<file path="src/rtl/pintor_pkg.sv">
// pintor_pkg: shared types, constants and helper functions for pintor_pixel.
//   H_ACT/V_ACT  : visible screen size
//   rgb_t        : 3-bit-per-channel colour
//   COR_*        : colour constants
//   prio_e       : draw priority (first hit wins)
//   objetos_t    : shadow copy of all object positions/sizes
package pintor_pkg;

    localparam int unsigned H_ACT = 640;
    localparam int unsigned V_ACT = 480;

    typedef struct packed {
        logic [2:0] r;
        logic [2:0] g;
        logic [2:0] b;
    } rgb_t;

    localparam rgb_t COR_PRETO    = '{r: 3'd0, g: 3'd0, b: 3'd0};
    localparam rgb_t COR_BRANCO   = '{r: 3'd7, g: 3'd7, b: 3'd7};
    localparam rgb_t COR_AMARELO  = '{r: 3'd7, g: 3'd7, b: 3'd0};
    localparam rgb_t COR_VERDE    = '{r: 3'd0, g: 3'd7, b: 3'd0};
    localparam rgb_t COR_VERMELHO = '{r: 3'd7, g: 3'd0, b: 3'd0};
    localparam rgb_t COR_CINZA    = '{r: 3'd3, g: 3'd3, b: 3'd3};
    localparam rgb_t COR_PERDEU   = '{r: 3'd4, g: 3'd0, b: 3'd0};

    typedef enum logic [2:0] {
        PrioBolaNave,
        PrioBolaInimigo,
        PrioNave,
        PrioInimigo,
        PrioBorda,
        PrioFundo
    } prio_e;

    typedef struct packed {
        logic [9:0] nave_x;
        logic [9:0] nave_y;
        logic [9:0] nave_w;
        logic [9:0] nave_h;
        logic [9:0] ini_x;
        logic [9:0] ini_y;
        logic [9:0] ini_w;
        logic [9:0] ini_h;
        logic [9:0] bn_x;
        logic [9:0] bn_y;
        logic [9:0] bn_r;
        logic [9:0] bi_x;
        logic [9:0] bi_y;
        logic [9:0] bi_r;
    } objetos_t;

    // Compared in 12-bit signed so X+W (up to 2046) never wraps against a negative xs.
    function automatic logic rect_hit(input logic signed [10:0] xs, input logic signed [10:0] ys,
                                      input logic [9:0] x, input logic [9:0] y,
                                      input logic [9:0] w, input logic [9:0] h);
        logic signed [11:0] xe, ye, x0, x1, y0, y1;
        xe = {xs[10], xs};
        ye = {ys[10], ys};
        x0 = {2'b00, x};
        y0 = {2'b00, y};
        x1 = {1'b0, {1'b0, x} + {1'b0, w}};
        y1 = {1'b0, {1'b0, y} + {1'b0, h}};
        return (xe >= x0) && (xe < x1) && (ye >= y0) && (ye < y1);
    endfunction

    function automatic logic is_borda(input logic signed [10:0] xs, input logic signed [10:0] ys);
        return (xs == 11'sd0) || (xs == $signed(11'(H_ACT - 1))) ||
               (ys == 11'sd0) || (ys == $signed(11'(V_ACT - 1)));
    endfunction

    function automatic rgb_t prio_color(input prio_e prio, input logic blink);
        rgb_t c;
        case (prio)
            PrioBolaNave:    c = COR_BRANCO;
            PrioBolaInimigo: c = COR_AMARELO;
            PrioNave:        c = COR_VERDE;
            PrioInimigo:     c = COR_VERMELHO;
            PrioBorda:       c = COR_CINZA;
            default:         c = blink ? COR_PERDEU : COR_PRETO;
        endcase
        return c;
    endfunction

endpackage

</file>
<file path="src/rtl/circulo_hit.sv">
// circulo_hit: squared-distance circle hit test, stages 1-3.
//   clk, rst : clock, async active-high reset
//   xs, ys   : screen coordinates (stage 0, combinational from the top)
//   cx, cy, r: circle centre and radius (shadow registers)
//   hit      : combinational result aligned with stage 3
module circulo_hit import pintor_pkg::*; (
    input  logic               clk,
    input  logic               rst,
    input  logic signed [10:0] xs,
    input  logic signed [10:0] ys,
    input  logic [9:0]         cx,
    input  logic [9:0]         cy,
    input  logic [9:0]         r,
    output logic               hit
);

    logic signed [10:0] dx_d, dy_d, dx_q, dy_q;
    logic [9:0]         r_q;
    logic [10:0]        adx, ady;
    logic [20:0]        adx_w, ady_w, dx_sq_d, dy_sq_d, dx_sq_q, dy_sq_q;
    logic [19:0]        r_w, r_sq_d, r_sq_q;
    logic [21:0]        dist_sq;

    // Stage 1: deltas
    assign dx_d = xs - $signed({1'b0, cx});
    assign dy_d = ys - $signed({1'b0, cy});

    // Stage 2: squares via magnitude (|-1024| = 1024 still fits 11 bits unsigned)
    always_comb begin
        adx     = dx_q[10] ? (~dx_q + 11'd1) : dx_q;
        ady     = dy_q[10] ? (~dy_q + 11'd1) : dy_q;
        adx_w   = {10'd0, adx};
        ady_w   = {10'd0, ady};
        dx_sq_d = adx_w * adx_w;
        dy_sq_d = ady_w * ady_w;
        r_w     = {10'd0, r_q};
        r_sq_d  = r_w * r_w;
    end

    always_ff @(posedge clk or posedge rst) begin
        if (rst) begin
            dx_q    <= '0;
            dy_q    <= '0;
            r_q     <= '0;
            dx_sq_q <= '0;
            dy_sq_q <= '0;
            r_sq_q  <= '0;
        end else begin
            dx_q    <= dx_d;
            dy_q    <= dy_d;
            r_q     <= r;
            dx_sq_q <= dx_sq_d;
            dy_sq_q <= dy_sq_d;
            r_sq_q  <= r_sq_d;
        end
    end

    // Stage 3: compare; r==0 must draw nothing, not the centre pixel
    assign dist_sq = {1'b0, dx_sq_q} + {1'b0, dy_sq_q};
    assign hit     = (r_sq_q != 20'd0) && (dist_sq <= {2'b00, r_sq_q});

endmodule

</file>
<file path="src/rtl/pintor_pixel.sv">
// pintor_pixel: per-pixel colour generator, 3-cycle pipeline.
//   CLOCK_50, reset            : clock, async active-high reset
//   xVGA, yVGA, ativoVGA       : raw beam counters and visible flag
//   perdeu                     : game-over (blinks the background)
//   Borda*/Largura*/Altura*    : ship and enemy rectangles
//   Bola*/Raio*                : projectile centres and radii
//   R_AUX, G_AUX, B_AUX        : 3-bit colour, 3 cycles after the coordinate
//   ativo_out                  : ativoVGA delayed to match
// Object inputs are latched once per frame at xVGA==0 && yVGA==0.
// Define PINTOR_BORDA_EN to draw a grey 1-pixel screen border.
module pintor_pixel import pintor_pkg::*; #(
    parameter int unsigned H_OFFSET  = 144,
    parameter int unsigned V_OFFSET  = 35,
    parameter int unsigned BLINK_BIT = 5
) (
    input  logic       CLOCK_50,
    input  logic       reset,
    input  logic [9:0] xVGA,
    input  logic [9:0] yVGA,
    input  logic       ativoVGA,
    input  logic       perdeu,
    input  logic [9:0] BordaNaveX,
    input  logic [9:0] BordaNaveY,
    input  logic [9:0] LarguraNave,
    input  logic [9:0] AlturaNave,
    input  logic [9:0] BordaInimigoX,
    input  logic [9:0] BordaInimigoY,
    input  logic [9:0] LarguraInimigo,
    input  logic [9:0] AlturaInimigo,
    input  logic [9:0] BolaNaveX,
    input  logic [9:0] BolaNaveY,
    input  logic [9:0] RaioBolaNave,
    input  logic [9:0] BolaInimigoX,
    input  logic [9:0] BolaInimigoY,
    input  logic [9:0] RaioBolaInimigo,
    output logic [2:0] R_AUX,
    output logic [2:0] G_AUX,
    output logic [2:0] B_AUX,
    output logic       ativo_out
);

    objetos_t           obj_d, obj_q;
    logic               frame_start;
    logic [5:0]         frame_cnt_d, frame_cnt_q;
    logic signed [10:0] xs, ys;
    logic               act_s1, nave_s1, ini_s1, blink_s1;
    logic               act_s2, nave_s2, ini_s2, blink_s2;
    logic               bn_hit, bi_hit;
    prio_e              prio;
    rgb_t               rgb_d, rgb_q;
    logic               ativo_q;

    assign frame_start = (xVGA == 10'd0) && (yVGA == 10'd0);
    assign frame_cnt_d = frame_start ? frame_cnt_q + 6'd1 : frame_cnt_q;

    assign obj_d = '{nave_x: BordaNaveX,    nave_y: BordaNaveY,
                     nave_w: LarguraNave,   nave_h: AlturaNave,
                     ini_x:  BordaInimigoX, ini_y:  BordaInimigoY,
                     ini_w:  LarguraInimigo, ini_h: AlturaInimigo,
                     bn_x:   BolaNaveX,     bn_y:   BolaNaveY,    bn_r: RaioBolaNave,
                     bi_x:   BolaInimigoX,  bi_y:   BolaInimigoY, bi_r: RaioBolaInimigo};

    assign xs = $signed({1'b0, xVGA}) - $signed(11'(H_OFFSET));
    assign ys = $signed({1'b0, yVGA}) - $signed(11'(V_OFFSET));

    // The frame-start pixel itself still sees the old shadow values, since
    // stage 1 samples obj_q on the same edge that reloads it.
    always_ff @(posedge CLOCK_50 or posedge reset) begin
        if (reset) begin
            obj_q       <= '0;
            frame_cnt_q <= '0;
        end else begin
            if (frame_start) begin
                obj_q <= obj_d;
            end
            frame_cnt_q <= frame_cnt_d;
        end
    end

    // Blink uses the post-increment counter so a frame start and a perdeu
    // change in the same cycle pick the new phase.
    always_ff @(posedge CLOCK_50 or posedge reset) begin
        if (reset) begin
            act_s1   <= 1'b0;
            nave_s1  <= 1'b0;
            ini_s1   <= 1'b0;
            blink_s1 <= 1'b0;
            act_s2   <= 1'b0;
            nave_s2  <= 1'b0;
            ini_s2   <= 1'b0;
            blink_s2 <= 1'b0;
        end else begin
            act_s1   <= ativoVGA;
            nave_s1  <= rect_hit(xs, ys, obj_q.nave_x, obj_q.nave_y, obj_q.nave_w, obj_q.nave_h);
            ini_s1   <= rect_hit(xs, ys, obj_q.ini_x, obj_q.ini_y, obj_q.ini_w, obj_q.ini_h);
            blink_s1 <= perdeu && frame_cnt_d[BLINK_BIT];
            act_s2   <= act_s1;
            nave_s2  <= nave_s1;
            ini_s2   <= ini_s1;
            blink_s2 <= blink_s1;
        end
    end

`ifdef PINTOR_BORDA_EN
    logic borda_s1, borda_s2;

    always_ff @(posedge CLOCK_50 or posedge reset) begin
        if (reset) begin
            borda_s1 <= 1'b0;
            borda_s2 <= 1'b0;
        end else begin
            borda_s1 <= is_borda(xs, ys);
            borda_s2 <= borda_s1;
        end
    end
`endif

    circulo_hit u_bola_nave (
        .clk (CLOCK_50),
        .rst (reset),
        .xs  (xs),
        .ys  (ys),
        .cx  (obj_q.bn_x),
        .cy  (obj_q.bn_y),
        .r   (obj_q.bn_r),
        .hit (bn_hit)
    );

    circulo_hit u_bola_inimigo (
        .clk (CLOCK_50),
        .rst (reset),
        .xs  (xs),
        .ys  (ys),
        .cx  (obj_q.bi_x),
        .cy  (obj_q.bi_y),
        .r   (obj_q.bi_r),
        .hit (bi_hit)
    );

    // Stage 3: priority mux
    always_comb begin
        prio = PrioFundo;
        if (bn_hit) begin
            prio = PrioBolaNave;
        end else if (bi_hit) begin
            prio = PrioBolaInimigo;
        end else if (nave_s2) begin
            prio = PrioNave;
        end else if (ini_s2) begin
            prio = PrioInimigo;
`ifdef PINTOR_BORDA_EN
        end else if (borda_s2) begin
            prio = PrioBorda;
`endif
        end
        rgb_d = act_s2 ? prio_color(prio, blink_s2) : COR_PRETO;
    end

    always_ff @(posedge CLOCK_50 or posedge reset) begin
        if (reset) begin
            rgb_q   <= COR_PRETO;
            ativo_q <= 1'b0;
        end else begin
            rgb_q   <= rgb_d;
            ativo_q <= act_s2;
        end
    end

    assign R_AUX     = rgb_q.r;
    assign G_AUX     = rgb_q.g;
    assign B_AUX     = rgb_q.b;
    assign ativo_out = ativo_q;

endmodule

</file>
<file path="config.mk">
export PLATFORM = sky130hd
export DESIGN_NAME = pintor_pixel
export DESIGN_NICKNAME = d
export VERILOG_FILES = /design/src/rtl/pintor_pkg.sv /design/src/rtl/circulo_hit.sv /design/src/rtl/pintor_pixel.sv
export SDC_FILE = /design/constraint.sdc
export NUM_CORES = 2
export LEC_CHECK = 0
export ABC_AREA = 1
export BUFFER_PORTS_ARGS = -buffer_cell sky130_fd_sc_hd__buf_2
export CAP_MARGIN = 15
export CORE_MARGIN = 4
export CORE_UTILIZATION = 50
export CTS_CLUSTER_DIAMETER = 120
export DETAILED_ROUTE_END_ITERATION = 7
export PLACE_DENSITY = 0.77
export SLEW_MARGIN = 20
export SYNTH_ARGS = -nofsm -noshare
export SYNTH_HDL_FRONTEND = slang
export SYNTH_SLANG_ARGS = --single-unit
</file>
<file path="constraint.sdc">
create_clock -name CLOCK_50 -period 18.8 [get_ports CLOCK_50]
set_input_delay 3.76 -clock CLOCK_50 [delete_from_list [all_inputs] [get_ports CLOCK_50]]
set_output_delay 3.76 -clock CLOCK_50 [all_outputs]
set_load 0.01 [all_outputs]
</file>
==> impl_metrics.tcl <==
set metrics [dict create \
    status "completed" \
    synth_area_um2 37500 \
    route.detailed.drc 0 \
    hold_buffers 0 \
    yosys.area.top_type "dfrtp_1" \
    yosys_warnings 0 \
    fmax_ghz 0.153 \
    grtUsageTotal_pct 22.0 \
    cts_buffers 38 \
    coreArea_um2 74300 \
    hold_path.class "reg -> reg" \
    cp.required_ps 19260 \
    initial_core_util_pct 50.4 \
    synth_most_common_cell "inv_1" \
    place_congestion 0.915 \
    ys_async_sr_fraction_pct 100 \
    period_share_pct 34.7 \
    routedWlPerCell_um 15.3 \
    ys.flop_type "dfrtp_1" \
    ys_seq_area_share_pct 22.9 \
    fin_cells 5501 \
    ys_types 55 \
    routed_wl_mm 84.3 \
    synthTopCellsByCount "inv_1, nand2_1, ha_1" \
    antenna_found_initial 2 \
    max-clock-path-buffers 3 \
    vias_per_cell 5.18 \
    tightest_slew_ps 970 \
    io_pins 174 \
    arrival_ps 6980 \
    cts-root-buf "clkbuf_16" \
    critPathMaxFanout 13 \
    cts_resized 0 \
    final_nets 5561 \
    clock-sinks 343 \
    die-area_um2 79300 \
    cp-start-kind "flop" \
    cts_tree "yes" \
    clk_pin_slew_ps 70 \
    ant_nets 0 \
    maxCapViolCount 0 \
    grt_start_max_net_pins 122 \
    rsz0062_at_grt "false" \
    leakage_uw 0.0235 \
    fill_cells 6678 \
    drive_above_1_share_pct 6.55 \
    area_delta_synth_final_pct 8.65 \
    grt_first_pass_wirelength_mm 143 \
    die_h_um 282 \
    synth_edf_count 0 \
    clk_latency_ps 580 \
    std_cell_rows 100 \
    slew_headroom_pct 35.3 \
    hold_viol 0 \
    overflow 0 \
    ys_seq_elements 343 \
    vias 28472 \
    detail_route.iter0.violations 1709 \
    syn_inst 4318 \
    grt_pass1_vias 29574 \
    skew_ps 23.4 \
    syn_area_per_cell_um2 8.67 \
    fin_tns_setup_ps 0 \
    maxSlewViolCount 0 \
    die_w_um 282 \
    setup_viol 0 \
    cts_setup_buffers 0 \
    vdd_ir_drop_max_uv 182 \
    synth_top_cell_area_share_pct 22.9 \
    fin_crit_ps 6520 \
    drt_pass1_iterations 5 \
    crit_path_end_kind "flop" \
    dp_cells 5433 \
    pwr_density_cell_nw_per_um2 172 \
    path_class "reg -> reg" \
    h-tree-depth 2 \
    hold_ws_ps 348 \
    dp_hpwl_mm 70.2 \
    synth_area_leaders "dfrtp_1, fa_1, ha_1, inv_1, nand2_1" \
    portBuffers 173 \
]
registers in the layout, indices dropped and copies added, names as in the netlist, 19 cells and up:
signal / cells
u_bola_inimigo.r_sq_q: 19
obj_q: 140
u_bola_nave.dx_sq_q: 20
u_bola_nave.r_sq_q: 19
u_bola_inimigo.dx_sq_q: 20
u_bola_inimigo.dy_sq_q: 20
u_bola_nave.dy_sq_q: 20
cells in the final DEF (no fill, tap or decap), types with 42 or more instances in the layout:
| cell | n |
|---|---|
| inv_1 | 908 |
| nand2_1 | 628 |
| ha_1 | 540 |
| fa_1 | 353 |
| dfrtp_1 | 343 |
| nor2_1 | 327 |
| a21oi_1 | 326 |
| buf_2 | 173 |
| xor2_1 | 172 |
| nand3_1 | 116 |
| o21ai_0 | 108 |
| xnor2_1 | 82 |
| mux2_1 | 69 |
| nand4_1 | 42 |
where the power goes:
group	internal, µW	total, µW	leakage (µW)	switching (µW)
Sequential	909	962	0.00411	52.3
Clock	456	778	0.000641	322
Combinational	2050	5260	0.0187	3200
Total	3420	7000	0.0235	3580
per-layer routing:
metal  wire, µm  track usage, %
met1      36900            29.0
met3       3980            2.43
met2      41300            39.0
met4       2200            5.74
met5         13               0
worst max-delay path, stage by stage (launching register included):
cell	delay [ps]
dfrtp_1	400
inv_1	350
ha_1	250
inv_1	60
nor3_1	170
inv_1	100
nor3_2	180
nand3_2	140
nand2_1	80
nand2_1	60
nand2_2	200
inv_2	90
nor2_1	240
fa_1	500
fa_1	500
fa_1	500
fa_1	490
inv_1	50
fa_1	470
inv_1	40
ha_1	350
nand2_1	110
nor2_1	180
nand4_1	150
o311ai_0	480
nand3b_1	170
nand2_1	50
area by class of cell:
cell class | instances | area (µm²) | share of cell area, %
well taps | 969 | 1210 | 2.98
flip-flops and latches | 343 | 8580 | 21.1
clock buffers | 44 | 1000 | 2.47
inverters | 923 | 3470 | 8.54
repair buffers | 182 | 937 | 2.30
multi-input cells | 3016 | 25200 | 61.9
diodes | 1 | 2.50 | 0.00615
clock inverters | 23 | 288 | 0.707
stage by stage:
stage          instance area (µm²)  utilization (%)  total power, µW  setup slack (ps)
2_1_floorplan                37600                -             5030              5530
5_1_grt                      40700             54.7             7840             11820
4_1_cts                      40700             54.7             7020             12290
3_3_place_gp                 39400             53.0             6060             12190
6_report                     40700             54.8             7000             12280
3_5_place_dp                 39400             53.0             6180             12110
logic make-up (layout without fill, tap and decap cells):
logic type / after synthesis / count (layout) / synth area share (%)
AO/OA/AOI/OAI: 557 / 557 / 8.18
XOR/XNOR: 257 / 257 / 6.10
adder cells (fa/ha/maj): 893 / 893 / 36.9
buffers and inverters: 986 / 1172 / 10.1
flip-flops: 343 / 343 / 22.9
multiplexers: 69 / 69 / 2.07
other: 2 / 30 / 0.0201
AND/OR/NAND/NOR: 1211 / 1211 / 13.7
path summary, 6_finish.rpt:
kind / to / startpoint / slack [ps] / depth (start not counted)
hold reg to reg: blink_s2 / blink_s1 / 350 / 0
hold / removal: blink_s2 / blink_s1 / 350 / 0
setup / recovery: u_bola_inimigo.dy_sq_q[20] / u_bola_inimigo.dy_q[0] / 12280 / 26
setup reg to reg: u_bola_inimigo.dy_sq_q[20] / u_bola_inimigo.dy_q[0] / 12280 / 26
max in group asynchronous: u_bola_nave.dx_sq_q[5] / reset / 13980 / 3
min in group asynchronous: u_bola_inimigo.r_q[6] / reset / 3320 / 2
(Power assumes the default switching activity.)
